File: src/rtl/sdram_port_arbiter.sv
// Two-client slot sequencer in front of the single-port 8-bit sdram controller.
// Define SDRAM_ARB_ROTATE_EN for round-robin A/B arbitration; otherwise A has fixed priority.
module sdram_port_arbiter #(
    parameter int SLOT_LEN    = 8,
    parameter int DATA_TAP    = 6,
    parameter int REFRESH_INT = 480,
    parameter int INIT_CYCLES = 320
) (
    input  logic        clk,
    input  logic        reset_n,
    input  logic        a_req,
    input  logic        a_we,
    input  logic [24:0] a_addr,
    input  logic [7:0]  a_din,
    output logic        a_ack,
    output logic [7:0]  a_dout,
    input  logic        b_req,
    input  logic        b_we,
    input  logic [24:0] b_addr,
    input  logic [7:0]  b_din,
    output logic        b_ack,
    output logic [7:0]  b_dout,
    output logic        mem_ce,
    output logic        mem_we,
    output logic [24:0] mem_addr,
    output logic [7:0]  mem_din,
    output logic        mem_refresh,
    input  logic [7:0]  mem_dout,
    output logic        busy
);
    localparam int SW = $clog2(SLOT_LEN);
    localparam int RW = $clog2(REFRESH_INT);
    localparam int IW = $clog2(INIT_CYCLES);

    typedef enum logic [1:0] {S_INIT, S_IDLE, S_ACCESS, S_REFRESH} state_t;

    state_t        state, state_next;
    logic [IW-1:0] init_cnt;
    logic [SW-1:0] slot_cnt;
    logic [RW-1:0] ref_cnt;
    logic          ref_pend;
    logic          gnt_b;
    logic          pick_b;
    logic          start_acc, start_ref;

`ifdef SDRAM_ARB_ROTATE_EN
    // Reset value of 1 means "B served last", so A wins the first tie.
    logic last_b;
    assign pick_b = b_req && (!a_req || !last_b);
    always_ff @(posedge clk or negedge reset_n) begin
        if (!reset_n)       last_b <= 1'b1;
        else if (start_acc) last_b <= pick_b;
    end
`else
    assign pick_b = b_req && !a_req;
`endif

    always_ff @(posedge clk or negedge reset_n) begin
        if (!reset_n) state <= S_INIT;
        else          state <= state_next;
    end

    always_comb begin
        state_next = state;
        start_acc  = 1'b0;
        start_ref  = 1'b0;
        case (state)
            S_INIT: begin
                if (init_cnt == IW'(INIT_CYCLES - 1)) state_next = S_IDLE;
            end
            S_IDLE: begin
                if (ref_pend) begin
                    start_ref  = 1'b1;
                    state_next = S_REFRESH;
                end else if (a_req || b_req) begin
                    start_acc  = 1'b1;
                    state_next = S_ACCESS;
                end
            end
            default: begin
                if (slot_cnt == SW'(SLOT_LEN - 1)) state_next = S_IDLE;
            end
        endcase
    end

    always_ff @(posedge clk or negedge reset_n) begin
        if (!reset_n) begin
            init_cnt    <= '0;
            slot_cnt    <= '0;
            ref_cnt     <= '0;
            ref_pend    <= 1'b0;
            gnt_b       <= 1'b0;
            mem_ce      <= 1'b0;
            mem_we      <= 1'b0;
            mem_addr    <= '0;
            mem_din     <= '0;
            mem_refresh <= 1'b0;
            a_ack       <= 1'b0;
            b_ack       <= 1'b0;
            a_dout      <= '0;
            b_dout      <= '0;
            busy        <= 1'b0;
        end else begin
            init_cnt <= (state == S_INIT) ? init_cnt + IW'(1) : '0;
            busy     <= (state_next != S_IDLE);

            // A new expiry wins over the clear; a second expiry while pending is dropped.
            if (state != S_INIT) begin
                if (ref_cnt == RW'(REFRESH_INT - 1)) begin
                    ref_cnt  <= '0;
                    ref_pend <= 1'b1;
                end else begin
                    ref_cnt <= ref_cnt + RW'(1);
                    if (start_ref) ref_pend <= 1'b0;
                end
            end

            if (start_acc || start_ref)
                slot_cnt <= '0;
            else if (state == S_ACCESS || state == S_REFRESH)
                slot_cnt <= slot_cnt + SW'(1);

            // Strobes cover slot cycles 0..3 only, giving the controller a fresh edge per slot.
            mem_ce      <= start_acc || (state == S_ACCESS  && slot_cnt < SW'(3));
            mem_refresh <= start_ref || (state == S_REFRESH && slot_cnt < SW'(3));

            if (start_acc) begin
                gnt_b    <= pick_b;
                mem_we   <= pick_b ? b_we   : a_we;
                mem_addr <= pick_b ? b_addr : a_addr;
                mem_din  <= pick_b ? b_din  : a_din;
            end else if (state_next != S_ACCESS) begin
                mem_we <= 1'b0;
            end

            a_ack <= (state == S_ACCESS) && (slot_cnt == SW'(SLOT_LEN - 2)) && !gnt_b;
            b_ack <= (state == S_ACCESS) && (slot_cnt == SW'(SLOT_LEN - 2)) &&  gnt_b;

            if (state == S_ACCESS && slot_cnt == SW'(DATA_TAP) && !mem_we) begin
                if (gnt_b) b_dout <= mem_dout;
                else       a_dout <= mem_dout;
            end
        end
    end
endmodule
File: config.mk
export PLATFORM = sky130hd
export DESIGN_NAME = sdram_port_arbiter
export DESIGN_NICKNAME = d
export VERILOG_FILES = /design/src/rtl/sdram_port_arbiter.sv
export SDC_FILE = /design/constraint.sdc
export NUM_CORES = 1
export LEC_CHECK = 0
export ABC_AREA = 1
export BUFFER_PORTS_ARGS = -buffer_cell sky130_fd_sc_hd__buf_2
export CAP_MARGIN = 40
export CELL_PAD_IN_SITES_DETAIL_PLACEMENT = 1
export CELL_PAD_IN_SITES_GLOBAL_PLACEMENT = 1
export CORE_ASPECT_RATIO = 1.2
export CORE_MARGIN = 2
export CORE_UTILIZATION = 29
export DETAILED_ROUTE_END_ITERATION = 10
export GPL_ROUTABILITY_DRIVEN = 0
export PLACE_DENSITY_LB_ADDON = 0.3
export SETUP_SLACK_MARGIN = 0.4
export SYNTH_ARGS = -nofsm -noshare
export SYNTH_HDL_FRONTEND = slang
export SYNTH_SLANG_ARGS = --single-unit
File: constraint.sdc
create_clock -name clk -period 1.7 [get_ports clk]
set_input_delay 0.255 -clock clk [delete_from_list [all_inputs] [get_ports clk]]
set_output_delay 0.255 -clock clk [all_outputs]
set_load 0.02 [all_outputs]
* Yosys cells after proc, flatten, opt, wreduce, memory -nomap -nowiden *
Index checks and enable logic that the tools add are counted.
Widths: inputs -> output; s select.

word-level totals
  logic and storage cells = 74
  bits in registers = 80
  input bits = 80
  output and inout bits = 55

cells by class
  add/sub/neg operators = 3
  muxes and demuxes = 21
  reduce and logical (&&, ||, !) cells = 23
  equal/unequal tests = 9
  order comparisons = 1
  bitwise logic cells = 1

operators by type and width
  cell                 count
  $mux 25              1
  $add 9x1->9 const B  2
  $eq 9x9->1 const B   2
  $mux 9               2
  $mux 1               10
  $mux 2               4
  $mux 8               1
  $reduce_bool 2->1    4
  $logic_and 1x1->1    7
  $eq 3x3->1 const B   2
  $mux 3               2
  $reduce_and 2->1     3
  $logic_or 1x1->1     5
  $eq 2x2->1 const B   2
  $pmux 2 s2           1
  $add 3x1->3 const B  1
  $logic_not 1->1      3
  $lt 3x2->1 const B   1
  $eq 2x1->1 const B   1
  $logic_not 2->1      1
  $ne 2x1->1 const B   1
  $ne 2x2->1 const B   1
  $not 1->1            1

* Depth between registers and ports, before layout *
Gate-level depths: netlist of run 1.

  depth after elaboration = 7
  gate-level depth with buffers = 10
  depth with buffers taken out = 9

* Worst setup path after synthesis of run 1 *
OpenSTA, ideal clock, no wires.

  path kind = flip-flop to flip-flop
  start point = register slot_cnt[0]
  end point = register a_dout[1]
  setup time = 118 ps
  path buffers = 1
  required time = 1582 ps
  slack = 341 ps
  stages on the path, launching flop included = 11
  arrival time = 1241 ps
  cells stage by stage = dfrtp_1 -> inv_1 -> ha_1 -> nand2_1 -> nor2_4 -> inv_2 -> nor2_4 -> nand2_4 -> buf_6 -> nand2_2 -> o21ai_2

on the way
  word-level cells in the longest chain between the ends = 4

ends and longest elaborated chain
  element                            line  text
  start: declaration                 39    logic [SW-1:0] slot_cnt;
  start signal: assignment           121   slot_cnt <= slot_cnt + SW'(1);
  $eq 3x3->1                         139   if (state == S_ACCESS && slot_cnt == SW'(DATA_TAP) && !mem_we) begin
  $logic_and 1x1->1 (2 in a row)     139
  $reduce_and 2->1 (no source line)  n/a
  end signal: assignment             141   else a_dout <= mem_dout;
  end: declaration                   16    output logic [7:0] a_dout,

Every way passes these cells.
A chain may end at the register's enable or synchronous reset.

* Final worst setup path of run 1 *
  start point = register state[1]
  end point = register mem_addr[16]

on the way
  word-level cells in the longest chain between the ends = 2

ends and longest elaborated chain
  element                   line  text
  start: declaration        37    state_t state, state_next;
  start signal: assignment  60    else state <= state_next;
  $eq 2x1->1                67    case (state)
  $mux 1                    67
  end signal: assignment    130   mem_addr <= pick_b ? b_addr : a_addr;
  end: declaration          25    output logic [24:0] mem_addr,

Every way passes these cells.

==> run metrics, run 1 <==
status completed; pwr dens 1750 nW/um^2; Post-Syn Nets 521; Clk Latency, worst-skew pair 0.34 ns; vias in the first global route 3773; VDD IR-drop max 0.000621 V; synthesized flop and latch total 80; vias 3642; fin nets 679; Sw Share 42.0%; Worst Setup Start Kind flip-flop; num ports 135; Routed WL 11.9 mm; ys async rst share 100%; 1st-iter DRT viols 109; Clk network pwr share 19.9%; final slew viol count 0; P_sw 4.25 mW; crit share post-route 81.5%; routed length per instance 15.4 um; first-pass GRT wire length 19.1 mm; combinational share of power 47.2%; MaxCap Viol Count 0; pin count of the biggest net entering global routing 45; Die Y-Extent 133 um; CTS buffer count 9; P&R area growth vs syn 43.5%; post-synth top area share 49.6%; mapped cell area 4030 um^2; Clock Pin Slew Worst Setup and Hold Paths 0.07 ns; crit path max fanout 6; Tmin final 1.39 ns; core outline area 13700 um^2; Seq pwr share 32.9%; die area 14900 um^2; crit path DAT 1.64 ns; drt pass-1 iters 4; # diodes 0; proportion of layout cells with a drive suffix above 1 48.1%; Via density 4.73; hold slack 0.182 ns; Area after DPL 4900 um^2; area leader, netlist dfrtp_1; Worst EP required 1.95 ns; Leakage 2.82 nW; Worst slew margin 68.0%; Hold Fails Final Rpt 0; H-tree Lvls 3; EDFF count, synth 0; clk buf depth 2; Crit Path Category reg2reg; synth warn 0; GRT overflow 0; cell count after synthesis 436; critical path capture point type flip-flop; Setup Viol. Count Final 0; detailed-placement wirelength estimate 8.25 mm; final setup TNS 0 ns; Port Buffers 134; Sink Count 80; ys flop type dfrtp_1; Mean Syn Cell Area 9.25 um^2; Residual DRC 0; ANT nets after route 0; initial antenna violation count 1; Die X-Extent 112 um; Worst Skew 0.00953 ns; Hold/Removal Path Class in2reg; Yosys cell types 31; Worst Tran Pin Value 0.480 ns; Fillers 1617; sequential fraction of the synthesis area 49.6%; post-layout util 42.2%; f_max 721 MHz; synth top area cells dfrtp_1 50%, o31ai_2 10%, nand2_1 8.8%, nor2_1 5.4%, a21oi_1 4.6%; most frequent cell after synthesis nand2_1; Internal 5.87 mW; row cnt 47; Post-synth top cells 95 x nand2_1, 80 x dfrtp_1, 58 x nor2_1; unrepaired setup endpoints after global routing true; Root Driver clkbuf_16; CTS tree done; Design Area, Final 5790 um^2; Total GRT Usage 15.8%; Initial Utilization 29.4%
==> kinds of logic (layout without fill, tap and decap cells) <==
group	after synthesis	after routing	synth area share [%]
simple gates	189	190	20.7
compound gates	99	99	20.2
xor+xnor	3	3	0.651
flops	80	80	49.6
buf+inv	60	222	7.29
fa+ha+maj	5	5	1.55
==> power groups by stage <==
| stage | clock network (mW) | registers [mW] | logic (mW) |
|---|---|---|---|
| after floorplan | 0 | 3.93 | 1.94 |
| after global placement | 0 | 3.26 | 3.76 |
| after detailed placement | 0 | 3.28 | 3.88 |
| after CTS | 2.06 | 3.25 | 4.28 |
| after global routing | 2.14 | 3.43 | 5.19 |
| final | 2.02 | 3.33 | 4.77 |
==> per-layer routing <==
| metal | wire length [um] | vias to the layer above | share of wire [%] | GRT usage, % |
|---|---|---|---|---|
| met5 | 13 | - | 0.11 | 0 |
| met4 | 142 | 2 | 1.2 | 5.01 |
| met3 | 631 | 10 | 5.3 | 3.91 |
| met2 | 6070 | 89 | 51 | 26.7 |
| met1 | 5000 | 1786 | 42 | 19.8 |
| li1 | - | 1755 | - | - |
==> metrics by stage <==
step                cells  setup WS (ns)  power [mW]
floorplan             436          0.346        5.87
global placement      731          0.287        7.02
detailed placement    731          0.227        7.16
CTS                   763          0.284        9.59
global route          770          0.231        10.8
finish                770          0.314        10.1
==> layout make-up <==
class	count	area, um^2	area share, %
flip-flops and latches	80	2000	34.6
repair inverters	1	7.51	0.130
multi-input cells	297	2040	35.2
clock inverters	7	82.6	1.43
repair buffers	167	1070	18.5
well taps	171	214	3.70
clock buffers	9	225	3.89
inverters	38	146	2.53
==> layout by cell type (no fill, tap or decap), types with 2 or more instances in the layout <==
| cell type | n |
|---|---|
| buf_2 | 133 |
| dfrtp_1 | 79 |
| nand2_1 | 77 |
| nor2_1 | 52 |
| a21oi_1 | 36 |
| inv_1 | 32 |
| o31ai_2 | 24 |
| o21ai_2 | 17 |
| buf_4 | 17 |
| nand2_2 | 13 |
| nand2_4 | 12 |
| clkbuf_16 | 10 |
| nand3_1 | 9 |
| o31ai_4 | 9 |
| nor2_4 | 8 |
| buf_6 | 8 |
| inv_2 | 4 |
| nand4_1 | 4 |
| o21ai_1 | 4 |
| clkinvlp_4 | 4 |
| buf_12 | 4 |
| nor2_2 | 3 |
| o21ai_0 | 3 |
| inv_6 | 3 |
| nand3_4 | 2 |
| a21oi_2 | 2 |
| a31oi_1 | 2 |
| nand3b_1 | 2 |
| nor3_1 | 2 |
| xnor2_1 | 2 |
| nand2_8 | 2 |
| ha_4 | 2 |
| ha_1 | 2 |
| buf_16 | 2 |
==> timing repair <==
action / 4_1_cts / 5_1_grt
setup buffers: 12 / 5
endpoints found under the setup margin: 33 / 71
hold buffers: 1 / 0
resized for setup: 24 / 59
pin swaps: 7 / 17
endpoints found under the hold margin: 32 / 0
cloned: 3 / 2
==> path summary, 6_finish.rpt <==
kind / startpoint / end / slack [ns] / depth (start not counted)
min in group asynchronous: reset_n / mem_addr[0] / 0.41 / 2
max reg2reg: state[1] / mem_addr[16] / 0.31 / 6
max: state[1] / mem_addr[16] / 0.31 / 6
min: mem_dout[0] / a_dout[0] / 0.18 / 3
max in group asynchronous: reset_n / mem_addr[22] / 0.66 / 3
min reg2reg: b_dout[3] / b_dout[3] / 0.48 / 2
==> state kept, by name, summed over array words and instances, names as in the netlist <==
| register | flops |
|---|---|
| a_dout | 8 |
| mem_ce | 1 |
| init_cnt | 9 |
| mem_refresh | 1 |
| ref_cnt | 9 |
| b_dout | 8 |
| mem_we | 1 |
| b_ack | 1 |
| mem_addr | 25 |
| busy | 1 |
| mem_din | 8 |
| gnt_b | 1 |
| a_ack | 1 |
| state | 2 |
| slot_cnt | 3 |
| ref_pend | 1 |
==> worst max-delay path: stages, from the launching register on <==
cell and delay [ns]:
dfrtp_2 0.42, buf_6 0.12, nor2_4 0.14, nand3_4 0.13, buf_8 0.17, clkbuf_16 0.16
o31ai_2 0.16
Power figures use the tool's default switching activity.
==> inputs of run 2 (changes only) <==
Clock period 1.7 ns to 1.4 ns, I/O delays scaled along.
==> run 2 against run 1 <==
Effect of this change: the flow now finishes with violations (setup timing); combinational power grew 110%; first-iteration DRC count shrank 23%; critical endpoint is now mem_addr[23]; sequential power grew 27%; die area is the same; clock power grew 28%; global-route usage grew 3.1 points; utilization grew 13 points; setup slack lost 0.40 ns.
==> run metrics, run 2 (synthesis gave the netlist of run 1 again) <==
crit share post-route 106% (+25 points); Clock Pin Slew Worst Setup and Hold Paths 0.06 ns (about the same); worst setup path startpoint state[1]; vias 4099 (+13%); num ports 135 (unchanged); core outline area 13700 um^2 (unchanged); Largest Register mem_addr; Tmin final 1.49 ns (+0.104 ns); reg2reg start state[1]; CTS buffer count 9 (unchanged); Worst slew margin 68.6% (+0.60 points); fin nets 759 (+12%); Worst Skew 0.00705 ns (-0.00248 ns); final setup TNS -1.75 ns (-1.75 ns); Area after DPL 5030 um^2 (+2.7%); MaxCap Viol Count 0 (unchanged); initial antenna violation count 0 (-1); Hold Fails Final Rpt 0 (unchanged); CTS tree done; Total GRT Usage 18.9% (+3.1 points); pin count of the biggest net entering global routing 36 (-20%); Worst Tran Pin Value 0.471 ns (-0.00947 ns); VDD IR-drop max 0.00102 V (+64%); Residual DRC 0 (unchanged); crit path max fanout 8 (+2); crit path DAT 1.74 ns (+0.10 ns); P&R area growth vs syn 87.2%; clk buf depth 2 (unchanged); Routed WL 15.0 mm (+27%); first-pass GRT wire length 22.5 mm (+18%); 1st-iter DRT viols 84 (-23%); HP Start mem_dout[7]; proportion of layout cells with a drive suffix above 1 63.9% (+16 points); post-layout util 55.1% (+13 points); GRT overflow 0 (unchanged); dpl ws -0.0432 ns (-0.270 ns); detailed-placement wirelength estimate 8.12 mm (-1.6%); failing checks setup timing; Leakage 3.51 nW (+25%); Sink Count 80 (unchanged); Clk Latency, worst-skew pair 0.34 ns (about the same); Design Area, Final 7550 um^2 (+31%); unrepaired setup endpoints after global routing true; Fillers 1471 (-9.0%); ANT nets after route 0 (unchanged); routed length per instance 17.7 um (+15%); Die X-Extent 112 um (unchanged); worst path cell trace nor2_4, nand3_4, buf_12, buf_16, o31ai_4; Worst EP required 1.65 ns (-0.30 ns); status complete, but fails checks; die area 14900 um^2 (unchanged); Worst Setup Start Kind flip-flop; Crit path largest cell delay 0.46 ns (+0.04 ns); Die Y-Extent 133 um (unchanged); drt pass-1 iters 4 (unchanged); f_max 671 MHz (-7.0%); Crit Path Category reg2reg; CP max stage cell dfrtp_2; Setup Viol. Count Final 41 (+41); Largest regs mem_addr: 25 flops, init_cnt: 9 flops, ref_cnt: 9 flops; H-tree Lvls 3 (unchanged); row cnt 47 (unchanged); pwr dens 2220 nW/um^2 (+27%); # diodes 0 (unchanged); Via density 4.82 (+2.0%); Port Buffers 134 (unchanged); most frequent cells in the layout 78 x dfrtp_1, 78 x buf_2, 74 x buf_6, 68 x buf_4, 45 x nor2_1; Root Driver clkbuf_16; final slew viol count 0 (unchanged); Hold/Removal Path Class in2reg; max FFs per register 25 (unchanged); post-route setup slack -0.0902 ns (-0.404 ns); Design Power 16.8 mW (+66%); critical path capture point type flip-flop; vias in the first global route 4425 (+17%); Initial Utilization 29.4% (unchanged)
[run 2: changes by cell type in the layout (fill, tap and decap cells not counted), moves of 16 or more]
cell	change
buf_2	-55
buf_4	+51
buf_6	+66
nand2_1	-34
nand2_2	+16
nand2_4	+18
o31ai_2	-19
o31ai_4	+20
[run 2: critical path, delay by kind of cell, from the launching register on]
family / cells / cell delay [ns]
DFF: 1 / 0.46
and+or+nand+nor: 2 / 0.39
buffers and inverters: 2 / 0.35
AOI/OAI and AO/OA: 1 / 0.18
[run 2: repair_timing]
item | in CTS | in global routing
setup buffers | 46 | 39
gates resized for setup | 233 | 86
endpoints found under the setup margin | 135 | 135
pin swaps | 27 | 26
gates cloned | 12 | 0
hold buffers | 1 | 0
hold endpoints to repair | 21 | 0
[run 2: report_power, final]
group / leakage, nW / switching, mW / internal, mW
logic: 2.38 / 4.67 / 5.31
registers: 0.979 / 0.929 / 3.29
clock network: 0.152 / 0.984 / 1.61
[run 2: path summary, 6_finish.rpt]
| check | cells after the start | endpoint | slack [ns] |
|---|---|---|---|
| setup reg to reg | 5 | mem_addr[23] | -0.09 |
| setup / recovery | 5 | mem_addr[23] | -0.09 |
| max in group asynchronous | 3 | init_cnt[2] | 0.57 |
| hold reg to reg | 2 | b_dout[2] | 0.51 |
| min in group asynchronous | 2 | init_cnt[3] | 0.33 |
| hold / removal | 3 | b_dout[7] | 0.13 |
[run 2: per-layer routing]
layer	global-route usage (%)	wire length, um	up-vias
met5	0	0	-
met4	6.10	217	0
met3	4.69	716	17
met2	34.1	8290	100
met1	22.0	5810	2057
li1	-	-	1925
[run 2: cell type report]
| class | count | area [um^2] | area share [%] |
|---|---|---|---|
| multi-input combinational | 299 | 2570 | 34.1 |
| timing repair buffer | 245 | 2270 | 30.1 |
| sequential | 80 | 2000 | 26.5 |
| clock buffer | 11 | 243 | 3.21 |
| tap | 171 | 214 | 2.83 |
| inverter | 38 | 160 | 2.12 |
| clock inverter | 5 | 80.1 | 1.06 |
| timing repair inverter | 1 | 7.51 | 0.0994 |
[run 2: per-stage QoR]
step | hold slack [ns] | cells
floorplan | -0.0856 | 436
global placement | 0.156 | 736
detailed placement | 0.152 | 736
CTS | 0.128 | 811
global route | 0.162 | 850
finish | 0.128 | 850
